[src/rtl/tl_ul_master_pipe.sv]
// TileLink-UL style master: CPU strobe commands -> request FIFO -> registered
// A-channel beat, up to MAX_OUTS beats in flight, in-order D responses.
// Optional D-opcode checking is enabled by defining RESP_CHECK_EN; without it
// resp_err is tied low and d_opcode is ignored.
module tl_ul_master_pipe #(
    parameter int ADDR_W     = 4,
    parameter int DATA_W     = 32,
    parameter int FIFO_DEPTH = 4,
    parameter int MAX_OUTS   = 2,
    localparam int MASK_W    = DATA_W / 8,
    localparam int CNT_W     = $clog2(MAX_OUTS + 1)
) (
    input  logic              clk,
    input  logic              rst,
    input  logic              cpu_wr,
    input  logic              cpu_rd,
    input  logic [MASK_W-1:0] cpu_byte,
    input  logic [ADDR_W-1:0] cpu_addr,
    input  logic [DATA_W-1:0] cpu_wdata,
    output logic              cpu_ready,
    output logic              cpu_rdata_v,
    output logic [DATA_W-1:0] cpu_rdata,
    input  logic              a_ready,
    output logic              a_valid,
    output logic [3:0]        a_opcode,
    output logic [MASK_W-1:0] a_mask,
    output logic [ADDR_W-1:0] a_address,
    output logic [DATA_W-1:0] a_data,
    output logic              d_ready,
    input  logic              d_valid,
    input  logic [3:0]        d_opcode,
    input  logic [DATA_W-1:0] d_data,
    output logic [CNT_W-1:0]  outs_cnt,
    output logic              idle,
    output logic              resp_err
);

    localparam int PTR_W = $clog2(FIFO_DEPTH);
    localparam int PW1   = PTR_W + 1;
    localparam int QP_W  = (MAX_OUTS > 1) ? $clog2(MAX_OUTS) : 1;
    localparam int CW1   = CNT_W + 1;
    localparam logic [QP_W-1:0] TQ_LAST = QP_W'(MAX_OUTS - 1);

    localparam logic [3:0] OP_PUT_FULL = 4'd0;
    localparam logic [3:0] OP_PUT_PART = 4'd1;
    localparam logic [3:0] OP_GET      = 4'd4;

    // Request FIFO storage and pointers (extra MSB distinguishes full/empty)
    logic [3:0]        fifo_op_r   [FIFO_DEPTH];
    logic [MASK_W-1:0] fifo_mask_r [FIFO_DEPTH];
    logic [ADDR_W-1:0] fifo_addr_r [FIFO_DEPTH];
    logic [DATA_W-1:0] fifo_data_r [FIFO_DEPTH];
    logic [PTR_W:0]    wr_ptr_r;
    logic [PTR_W:0]    rd_ptr_r;

    // A-stage registered beat
    logic              a_valid_r;
    logic [3:0]        a_opcode_r;
    logic [MASK_W-1:0] a_mask_r;
    logic [ADDR_W-1:0] a_address_r;
    logic [DATA_W-1:0] a_data_r;

    // In-flight tracking: count plus a circular queue of "is read" flags
    logic [CNT_W-1:0]    outs_cnt_r;
    logic [MAX_OUTS-1:0] tq_r;
    logic [QP_W-1:0]     tq_wr_r;
    logic [QP_W-1:0]     tq_rd_r;
    logic                resp_err_r;

    logic              fifo_empty_s;
    logic              fifo_full_s;
    logic              push_s;
    logic              load_s;
    logic              credit_ok_s;
    logic              a_fire_s;
    logic              d_fire_s;
    logic              d_ready_s;
    logic              head_is_read_s;
    logic [3:0]        in_op_s;
    logic [DATA_W-1:0] in_data_s;
    logic              op_bad_s;
    logic              err_set_s;

    // Circular increment for the type queue (depth need not be a power of 2)
    function automatic logic [QP_W-1:0] tq_inc(input logic [QP_W-1:0] p);
        return (p == TQ_LAST) ? '0 : p + QP_W'(1);
    endfunction

    assign fifo_empty_s   = (wr_ptr_r == rd_ptr_r);
    assign fifo_full_s    = (wr_ptr_r[PTR_W-1:0] == rd_ptr_r[PTR_W-1:0]) &&
                            (wr_ptr_r[PTR_W] != rd_ptr_r[PTR_W]);
    assign push_s         = (cpu_wr | cpu_rd) & ~fifo_full_s;
    // outs_cnt + a_valid < MAX_OUTS: a held beat already consumes a credit
    assign credit_ok_s    = (CW1'(outs_cnt_r) + CW1'(a_valid_r)) < CW1'(MAX_OUTS);
    assign load_s         = ~fifo_empty_s & (~a_valid_r | a_ready) & credit_ok_s;
    assign a_fire_s       = a_valid_r & a_ready;
    assign d_ready_s      = (outs_cnt_r != '0);
    assign d_fire_s       = d_valid & d_ready_s;
    assign head_is_read_s = tq_r[tq_rd_r];

    // Decode a CPU command into its TileLink opcode and payload; write wins
    always_comb begin
        in_op_s   = OP_GET;
        in_data_s = '0;
        if (cpu_wr) begin
            in_op_s   = (&cpu_byte) ? OP_PUT_FULL : OP_PUT_PART;
            in_data_s = cpu_wdata;
        end else begin
            in_op_s   = OP_GET;
            in_data_s = '0;
        end
    end

`ifdef RESP_CHECK_EN
    // Flag D beats whose opcode disagrees with the outstanding request type
    always_comb begin
        op_bad_s  = 1'b0;
        err_set_s = 1'b0;
        if (d_fire_s) begin
            op_bad_s = (d_opcode != (head_is_read_s ? 4'd1 : 4'd0));
        end else begin
            op_bad_s = 1'b0;
        end
        err_set_s = op_bad_s | (d_valid & ~d_ready_s);
    end
`else
    logic unused_dopcode_s;
    assign unused_dopcode_s = ^d_opcode;
    assign op_bad_s         = 1'b0;
    assign err_set_s        = 1'b0;
`endif

    // FIFO write/read pointer update
    always_ff @(posedge clk) begin
        if (rst) begin
            wr_ptr_r <= '0;
            rd_ptr_r <= '0;
        end else begin
            if (push_s) begin
                wr_ptr_r <= wr_ptr_r + PW1'(1);
            end
            if (load_s) begin
                rd_ptr_r <= rd_ptr_r + PW1'(1);
            end
        end
    end

    // FIFO entry storage; contents are only meaningful between the pointers
    always_ff @(posedge clk) begin
        if (push_s) begin
            fifo_op_r[wr_ptr_r[PTR_W-1:0]]   <= in_op_s;
            fifo_mask_r[wr_ptr_r[PTR_W-1:0]] <= cpu_byte;
            fifo_addr_r[wr_ptr_r[PTR_W-1:0]] <= cpu_addr;
            fifo_data_r[wr_ptr_r[PTR_W-1:0]] <= in_data_s;
        end
    end

    // A-stage: load from FIFO head, clear after fire, otherwise hold stable
    always_ff @(posedge clk) begin
        if (rst) begin
            a_valid_r   <= 1'b0;
            a_opcode_r  <= 4'd0;
            a_mask_r    <= '0;
            a_address_r <= '0;
            a_data_r    <= '0;
        end else if (load_s) begin
            a_valid_r   <= 1'b1;
            a_opcode_r  <= fifo_op_r[rd_ptr_r[PTR_W-1:0]];
            a_mask_r    <= fifo_mask_r[rd_ptr_r[PTR_W-1:0]];
            a_address_r <= fifo_addr_r[rd_ptr_r[PTR_W-1:0]];
            a_data_r    <= fifo_data_r[rd_ptr_r[PTR_W-1:0]];
        end else if (a_fire_s) begin
            a_valid_r   <= 1'b0;
            a_opcode_r  <= 4'd0;
            a_mask_r    <= '0;
            a_address_r <= '0;
            a_data_r    <= '0;
        end
    end

    // Outstanding count: +1 on A fire, -1 on D fire, unchanged on both
    always_ff @(posedge clk) begin
        if (rst) begin
            outs_cnt_r <= '0;
        end else begin
            case ({a_fire_s, d_fire_s})
                2'b10:   outs_cnt_r <= outs_cnt_r + CNT_W'(1);
                2'b01:   outs_cnt_r <= outs_cnt_r - CNT_W'(1);
                default: outs_cnt_r <= outs_cnt_r;
            endcase
        end
    end

    // Type queue: push request kind on A fire, pop on D fire
    always_ff @(posedge clk) begin
        if (rst) begin
            tq_r    <= '0;
            tq_wr_r <= '0;
            tq_rd_r <= '0;
        end else begin
            if (a_fire_s) begin
                tq_r[tq_wr_r] <= (a_opcode_r == OP_GET);
                tq_wr_r       <= tq_inc(tq_wr_r);
            end
            if (d_fire_s) begin
                tq_rd_r <= tq_inc(tq_rd_r);
            end
        end
    end

    // Sticky response error flag, cleared only by reset
    always_ff @(posedge clk) begin
        if (rst) begin
            resp_err_r <= 1'b0;
        end else if (err_set_s) begin
            resp_err_r <= 1'b1;
        end
    end

    assign cpu_ready   = ~fifo_full_s;
    assign cpu_rdata_v = d_fire_s & head_is_read_s & ~op_bad_s;
    assign cpu_rdata   = d_data;
    assign a_valid     = a_valid_r;
    assign a_opcode    = a_opcode_r;
    assign a_mask      = a_mask_r;
    assign a_address   = a_address_r;
    assign a_data      = a_data_r;
    assign d_ready     = d_ready_s;
    assign outs_cnt    = outs_cnt_r;
    assign idle        = fifo_empty_s & ~a_valid_r & (outs_cnt_r == '0);
    assign resp_err    = resp_err_r;

endmodule

[config.mk]
export PLATFORM = sky130hd
export DESIGN_NAME = tl_ul_master_pipe
export DESIGN_NICKNAME = d
export VERILOG_FILES = /design/src/rtl/tl_ul_master_pipe.sv
export SDC_FILE = /design/constraint.sdc
export NUM_CORES = 1
export LEC_CHECK = 0
export CAP_MARGIN = 20
export CORE_MARGIN = 2
export CORE_UTILIZATION = 35
export CTS_BUF_LIST = sky130_fd_sc_hd__clkbuf_8
export DETAILED_ROUTE_END_ITERATION = 12
export SYNTH_ARGS = -nofsm -noshare
export SYNTH_HDL_FRONTEND = slang
export SYNTH_SLANG_ARGS = --single-unit
[constraint.sdc]
create_clock -name clk -period 2.69 [get_ports clk]
set_input_delay 0.807 -clock clk [delete_from_list [all_inputs] [get_ports clk]]
set_output_delay 0.807 -clock clk [all_outputs]
set_load 0.02 [all_outputs]
[Word level (Yosys, flattened, before mapping)]
Memories as Yosys holds them, arrays and structs flattened. A register that Yosys moved wholly into a read port is not among the register bits.
Index checks and enable logic that the tools add are counted.
Word-level totals
  bits in writable memories: 172
  input port bits: 82
  flip-flop bits (word level): 57
  output and inout port bits: 84
  logic and storage cells: 81
  memories kept: 4
Operators by class
  reductions and logical operators: 7
  $lt $le $gt $ge: 4
  bitwise operators: 13
  mux-type cells: 29
  $add $sub $neg: 7
  equality and inequality tests: 6
Memory list
  fifo_data_r: words 4, width 32, read ports 1, clocked after memory_dff 1, wr ports 1, line 52  | logic [DATA_W-1:0] fifo_data_r [FIFO_DEPTH];
  fifo_addr_r: words 4, width 4, read ports 1, clocked after memory_dff 1, wr ports 1, line 51  | logic [ADDR_W-1:0] fifo_addr_r [FIFO_DEPTH];
  fifo_mask_r: words 4, width 4, read ports 1, clocked after memory_dff 1, wr ports 1, line 50  | logic [MASK_W-1:0] fifo_mask_r [FIFO_DEPTH];
  fifo_op_r: words 4, width 3, read ports 1, clocked after memory_dff 1, wr ports 1, line 49  | logic [3:0] fifo_op_r [FIFO_DEPTH];
Operator list (count)
  32-bit 2-to-1 mux: 3
  2-bit 2-to-1 mux: 8
  4-bit 2-to-1 mux: 4
  1-bit 2-to-1 mux: 10
  1-bit AND: 8
  3-bit by 1-bit adder with 3-bit output (second input constant): 2
  2-bit nonzero test: 3
  4-bit by 3-bit == test with 1-bit output (second input constant): 1
  1-bit by 2-bit less-than comparator with 1-bit output (second input constant): 2
  2-bit one-hot mux with 2 select lines: 1
  4-bit AND reduction: 1
  2-bit by 1-bit adder with 3-bit output: 1
  3-bit == test: 1
  3-bit by 2-bit less-than comparator with 1-bit output (second input constant): 1
  3-bit 2-to-1 mux: 1
  1-bit NOT: 3
  1-bit adder (second input constant): 2
  2-bit by 1-bit adder with 2-bit output (second input constant): 1
  2-bit bitwise mux: 1
  2-bit by 1-bit == test with 1-bit output (second input constant): 1
  2-bit == test: 1
  2-bit == test (second input constant): 1
  1-bit logical AND: 2
  2-bit zero test: 1
  other kinds (5): 6

[Longest topological paths before layout]
Gate-level depths: netlist of the first run.
  depth in word-level cells: 6
  mapped depth: 7
  gate-level depth less buffers: 7

[Worst setup path after synthesis of the first run]
No wires, ideal clock.
  kind: input to register
  from: input cpu_rd
  to: memory fifo_addr_r[1][0] (enable)
  stages: 3
  data required time: 2.287 ns
  path buffers: 1
  arrival time: 2.229 ns
  setup time: 0.403 ns
  slack: 0.057 ns
  cells stage by stage: o32a_1 -> clkbuf_1 -> and2_1
On the way
  longest elaborated chain between the ends: 4
RTL lines
  from (decl): line 16  | input logic cpu_rd,
  1-bit bitwise OR: line 92  | assign push_s = (cpu_wr | cpu_rd) & ~fifo_full_s;
  1-bit AND: line 92
  1-bit 2-to-1 mux: line 150  | if (push_s) begin
  1-bit 2-to-1 mux (implied by the code): line 153  | fifo_addr_r[wr_ptr_r[PTR_W-1:0]] <= cpu_addr;
  to (decl): line 51
Every way passes these cells.

[Final worst setup path of the first run]
  from: input d_valid
  to: output cpu_rdata_v
On the way
  longest elaborated chain between the ends: 2
RTL lines
  from (decl): line 30  | input logic d_valid,
  1-bit AND: line 98  | assign d_fire_s = d_valid & d_ready_s;
  1-bit AND: line 221  | assign cpu_rdata_v = d_fire_s & head_is_read_s & ~op_bad_s;
  to (decl): line 21  | output logic cpu_rdata_v,
Every way passes these cells.

==> results of run 1 <==
[cell type report]
| type | count | area (µm²) |
|---|---|---|
| well taps | 330 | 413 |
| inverters | 5 | 18.8 |
| fillers | 2208 | 14200 |
| repair buffers | 116 | 1240 |
| clock buffers | 42 | 578 |
| flip-flops and latches | 225 | 6190 |
| multi-input cells | 267 | 2520 |
| clock inverters | 28 | 189 |
[tightest hold or removal path, cell delays in order (launching register included)]
cell     delay (ns)
dfxtp_1        0.30
nand2_1        0.05
mux2i_1        0.05
[Yosys cell counts (all sizes together)]
cell	n	share of area, %
dfxtp	57	13
o32a	1	0.11
nor2b	3	0.21
nand2	44	1.8
nand2b	45	3.1
and2	36	2.5
edfxtp	168	55
nor3b	2	0.22
a41oi	1	0.096
mux4	42	10
clkbuf	20	0.83
or3	3	0.21
ha	6	0.83
nor3	1	0.055
nor4b	1	0.096
xor2	5	0.56
buf	44	3.7
o21ai	1	0.055
inv	5	0.21
a21oi	4	0.22
a21boi	1	0.083
nor2	11	0.45
nand3	1	0.055
conb	1	0.041
xnor2	3	0.29
nand3b	1	0.083
a21bo	1	0.11
mux2i	47	5.2
mux2	3	0.37
or2	1	0.069
[per-stage QoR]
stage | utilization (%) | instances | setup TNS, ns | power [mW]
floorplan | - | 561 | 0 | 7.43
global placement | 40.9 | 942 | -0.211 | 8.69
detailed placement | 40.9 | 942 | -0.213 | 8.79
CTS | 44.0 | 1012 | 0 | 11.9
global route | 44.0 | 1013 | 0 | 12.3
finish | 44.0 | 1013 | 0 | 11.7
[sequential cells by signal, indices dropped and copies added (netlist names), named ones only]
name	cells
a_mask	4
fifo_addr_r	16
outs_cnt	2
rd_ptr_r	3
tq_wr_r	1
fifo_mask_r	16
a_address	4
a_valid	1
fifo_op_r	8
wr_ptr_r	3
a_opcode	2
a_data	32
tq_r	2
fifo_data_r	128
tq_rd_r	1
[where the power goes]
group | switching [mW] | internal (mW) | total (mW) | leakage, nW
logic | 1.84 | 1.95 | 3.78 | 1.46
registers | 0.403 | 4.48 | 4.88 | 2.06
clock network | 1.29 | 1.72 | 3.01 | 0.442
total | 3.53 | 8.15 | 11.7 | 3.96
[per-layer routing]
layer	vias up	part of all wire, %
li1	2202	-
met4	0	2.6
met2	115	48
met1	2345	44
met5	-	0
met3	61	5.7
[worst min-delay path by stage]
stage | start | end | slack, ns | cells after the start
floorplan | tq_r[0] | tq_r[0] | 0.46 | 2
global placement | a_data[19] | a_data[19] | 0.45 | 2
detailed placement | a_data[16] | a_data[16] | 0.45 | 2
CTS | a_data[6] | a_data[6] | 0.46 | 2
global route | a_data[12] | a_data[12] | 0.48 | 2
finish | a_data[3] | a_data[3] | 0.46 | 2
[logic make-up after synthesis]
| kind of cell | Yosys count | share of synthesized area [%] |
|---|---|---|
| AOI/OAI and AO/OA | 9 | 0.674 |
| xor gates and xnor gates | 8 | 0.853 |
| adders and majority gates | 6 | 0.826 |
| buffers and inverters | 69 | 4.76 |
| DFF | 225 | 68.1 |
| muxes | 92 | 16.0 |
| other | 1 | 0.0413 |
| and+or+nand+nor | 149 | 8.84 |
[repair_timing]
item	4_1_cts	5_1_grt
buffers inserted	0	1
resized for setup	11	0
pin swaps	1	0
setup endpoints to repair	3	1
==> impl_metrics.py, run 1 <==
metrics = {
    "setup_path": {
        "crit_buf_inv": 2,
        "crit_path_top_delay_cell": "clkdlybuf4s50_1",
        "reg2reg_from": "rd_ptr_r[0]",
        "crit_required_ns": 1.88,
        "crit_start": "d_valid",
        "cp-endpoint": "cpu_rdata_v",
        "reg2reg_to": "fifo_data_r[3][27]",
        "reg2reg_setup_slack_ns": 0.72,
        "crit_family": "buffers and inverters",
        "worstSetupPathType": "input port to primary output",
        "slowest_delay_ns": 0.46,
        "cp-start-kind": "input port",
        "end_kind": "primary output",
        "critPathMaxFanout": 3,
        "path_depth": 4,
        "reg2reg_depth": 4,
        "path_cells": "clkdlybuf4s50_1, nand2_1, nor2_1, dlygate4sd2_1",
        "cp.arrival_ns": 1.82,
    },
    "pwr": {
        "leakage_nw": 3.96,
        "vdd_drop_max_mv": 0.686,
        "pwr_density_cell_nw_per_um2": 1050,
    },
    "sta": {
        "worst_slew_pin_slew_ns": 0.493,
        "max_slew_margin_pct": 66.9,
        "setup_ws_ns": 0.0648,
        "setup_violations": 0,
        "holdWs_ns": 0.456,
        "min_period_ns": 2.63,
        "rsz0062_at_grt": "no",
        "hold_violations": 0,
        "max_freq_mhz": 381,
        "skew_ns": 0.0165,
        "period_share_pct": 97.6,
        "drv_slew": 0,
    },
    "global_routing": {
        "grt.total_usage_pct": 13.7,
        "grt.met1_usage_pct": 17.4,
        "grt_start_max_net_pins": 43,
        "grtUsageMet2_pct": 22.5,
        "busiest_layer": "met2",
        "antenna_found_initial": 0,
        "grt-ovfl-total": 0,
        "grt_pass1_vias": 5210,
        "grt_pass1_wl_um": 28200,
        "met3_usage_pct": 3.30,
    },
    "logic_synthesis": {
        "ys_warn_count": 0,
        "syn_inst": 559,
        "synth_cell_types": 34,
        "netlist_area_um2": 9090,
        "synth_seq_cells": 225,
        "ys_seq_area_share_pct": 68.1,
        "avgSynthCellArea_um2": 16.3,
    },
    "floorplan": {
        "ioPinCount": 166,
        "initial_core_util_pct": 35.9,
        "coreArea_um2": 25300,
        "die_w_um": 165,
        "fp.dieH_um": 165,
        "rows": 58,
        "die-area_um2": 27300,
    },
    "clocking": {
        "cts_buffers": 38,
        "root_buffer": "clkbuf_8",
        "cts_sinks": 225,
        "htreeDepth": 2,
        "cts_tree": "yes",
        "cts-hold-fix-buffers": 0,
        "clkSlewWorstSetupHoldPaths_ns": 0.05,
        "clockBufferDepth": 3,
        "clkLatencyLatePin_ns": 0.51,
    },
    "routing": {
        "drt_wl_total_um": 18200,
        "viasPerCell": 4.66,
        "route.detailed.drc": 0,
        "dr.pass1.iters": 4,
        "drt.antenna.violating_nets": 0,
        "post_drt_wl_per_cell_um": 17.9,
        "vias": 4723,
        "first_iter_violations": 179,
    },
    "cells_and_area": {
        "nets": 741,
        "syn2layout_area_growth_pct": 22.7,
        "mostFrequentLayoutCell": "edfxtp_1",
        "final_cell_mix": "168 x edfxtp_1, 90 x clkdlybuf4s50_1, 54 x dfxtp_1",
        "insertedDiodeCount": 0,
        "drive_above_1_share_pct": 19.5,
        "design_area_um2": 11200,
    },
    "placement": {
        "routabilityCongestion": 0.758,
        "hpwlAfterDp_um": 11400,
        "postPlaceCellArea_um2": 10400,
        "pre_cts_ws_ns": -0.213,
        "io_buffers": 94,
    },
    "status": {
        "outcome": "completed",
    },
    "worst_hold_path": {
        "hp-class": "flop to flop",
    },
    "flow_run": {
        "drv_cap": 0,
    },
}
No activity file was read; power rests on OpenSTA's default activity.
==> run 2, diff against run 1 <==
--- a/config.mk
+++ b/config.mk
@@ -6,7 +6,7 @@
 export NUM_CORES = 1
 export LEC_CHECK = 0
 export CAP_MARGIN = 20
-export CORE_MARGIN = 2
+export CORE_MARGIN = 1
 export CORE_UTILIZATION = 35
 export CTS_BUF_LIST = sky130_fd_sc_hd__clkbuf_8
 export DETAILED_ROUTE_END_ITERATION = 12
==> impl_metrics.py, run 2 (synthesis gave the netlist of run 1 again) <==
metrics = {
    "placement": {
        "hpwlAfterDp_um": 11100,
        "postPlaceCellArea_um2": 10300,
        "pre_cts_ws_ns": -0.218,
        "routabilityCongestion": 0.734,
        "io_buffers": 94,
    },
    "worst_hold_path": {
        "hp-class": "flop to flop",
    },
    "cells_and_area": {
        "mostFrequentLayoutCell": "edfxtp_1",
        "fillers": 2301,
        "syn2layout_area_growth_pct": 22.5,
        "final_cell_mix": "168 x edfxtp_1, 89 x clkdlybuf4s50_1, 54 x dfxtp_1",
        "insertedDiodeCount": 0,
        "seqCellArea_um2": 6190,
        "multiInputGateArea_um2": 2530,
        "largest_register_ffs": 128,
        "drive_above_1_share_pct": 20.5,
        "design_area_um2": 11100,
        "nets": 741,
    },
    "clocking": {
        "cts_buffers": 39,
        "cts_sinks": 225,
        "clkSlewWorstSetupHoldPaths_ns": 0.05,
        "clkLatencyLatePin_ns": 0.54,
        "root_buffer": "clkbuf_8",
        "cts_setup_buffers": 0,
        "htreeDepth": 2,
        "clockBufferDepth": 3,
        "cts_tree": "yes",
    },
    "sta": {
        "max_freq_mhz": 384,
        "worst_slew_pin_slew_ns": 0.661,
        "period_share_pct": 96.9,
        "min_period_ns": 2.61,
        "skew_ns": 0.0366,
        "hold_violations": 0,
        "max_slew_margin_pct": 55.9,
        "drv_slew": 0,
        "rsz0062_at_grt": "no",
        "setup_ws_ns": 0.0837,
        "setup_violations": 0,
    },
    "status": {
        "outcome": "completed",
    },
    "floorplan": {
        "initial_core_util_pct": 35.9,
        "fp.dieH_um": 163,
        "rows": 58,
        "die-area_um2": 26600,
        "coreArea_um2": 25300,
        "ioPinCount": 166,
        "die_w_um": 163,
    },
    "global_routing": {
        "grt-ovfl-total": 0,
        "grt_pass1_wl_um": 29600,
        "grt_start_max_net_pins": 43,
        "antenna_found_initial": 0,
        "grt.total_usage_pct": 14.7,
        "grt_pass1_vias": 5353,
    },
    "setup_path": {
        "end_kind": "primary output",
        "reg2reg_from": "rd_ptr_r[0]",
        "critPathMaxFanout": 2,
        "crit_start": "d_valid",
        "crit_required_ns": 1.88,
        "cp.arrival_ns": 1.80,
        "reg2reg_to": "fifo_data_r[1][15]",
        "reg2reg_setup_slack_ns": 0.77,
        "worstSetupPathType": "input port to primary output",
        "cp-endpoint": "cpu_rdata_v",
        "cp-start-kind": "input port",
        "reg2reg_depth": 4,
    },
    "routing": {
        "vias": 4813,
        "post_drt_wl_per_cell_um": 18.5,
        "first_iter_violations": 273,
        "dr.pass1.iters": 4,
        "viasPerCell": 4.75,
        "route.detailed.drc": 0,
        "drt_wl_total_um": 18800,
        "drt.antenna.violating_nets": 0,
    },
    "flow_run": {
        "drv_cap": 0,
    },
    "pwr": {
        "vdd_drop_max_mv": 0.513,
        "pwr_density_cell_nw_per_um2": 1060,
        "leakage_nw": 3.95,
    },
}
run 2: timing repair:
item	CTS	global route
resized for setup	11	1
pin swaps	1	1
hold buffers	0	0
endpoints found under the setup margin	3	1
run 2: layout make-up:
cell class / count / area share (%)
clock buffers: 43 / 5.31
clock inverters: 28 / 1.82
repair buffers: 115 / 10.7
inverters: 5 / 0.169
well taps: 330 / 3.71
multi-input cells: 267 / 22.7
flip-flops and latches: 225 / 55.6
run 2: power breakdown:
| group | leakage, nW | switching, mW | internal (mW) |
|---|---|---|---|
| registers | 2.06 | 0.406 | 4.48 |
| clock network | 0.447 | 1.37 | 1.77 |
| logic | 1.45 | 1.87 | 1.93 |
| total | 3.95 | 3.64 | 8.18 |
run 2: how the worst min path moves through the flow:
| stage | endpoint | slack (ns) | depth (start not counted) | start |
|---|---|---|---|---|
| floorplan | tq_r[0] | 0.46 | 2 | tq_r[0] |
| global placement | a_data[30] | 0.45 | 2 | a_data[30] |
| detailed placement | a_data[8] | 0.45 | 2 | a_data[8] |
| CTS | a_data[28] | 0.46 | 2 | a_data[28] |
| global route | a_data[10] | 0.49 | 2 | a_data[10] |
| finish | a_data[28] | 0.46 | 2 | a_data[28] |
run 2: worst max-delay path, cell delays in order:
cell             delay (ns)
clkdlybuf4s50_1        0.47
nand2_1                0.07
nor2_1                 0.12
dlygate4sd2_1          0.34
run 2: routing by layer:
layer	vias up	GRT usage [%]	part of all wire, %
met5	-	0	0
met2	132	24.2	48
met3	43	3.50	5.2
met4	0	5.95	2.6
li1	2210	-	-
met1	2428	18.5	44
run 2: through the flow:
step                      utilization [%]  instances  power (mW)  hold slack, ns  setup TNS, ns
after detailed placement             40.8        942        8.81           0.454         -0.218
after global placement               40.8        942        8.70           0.449         -0.212
after floorplan                         -        561        7.43           0.460              0
after CTS                            44.0       1013        12.0           0.464              0
after global routing                 44.0       1013        12.5           0.486              0
final                                44.0       1013        11.8           0.456              0
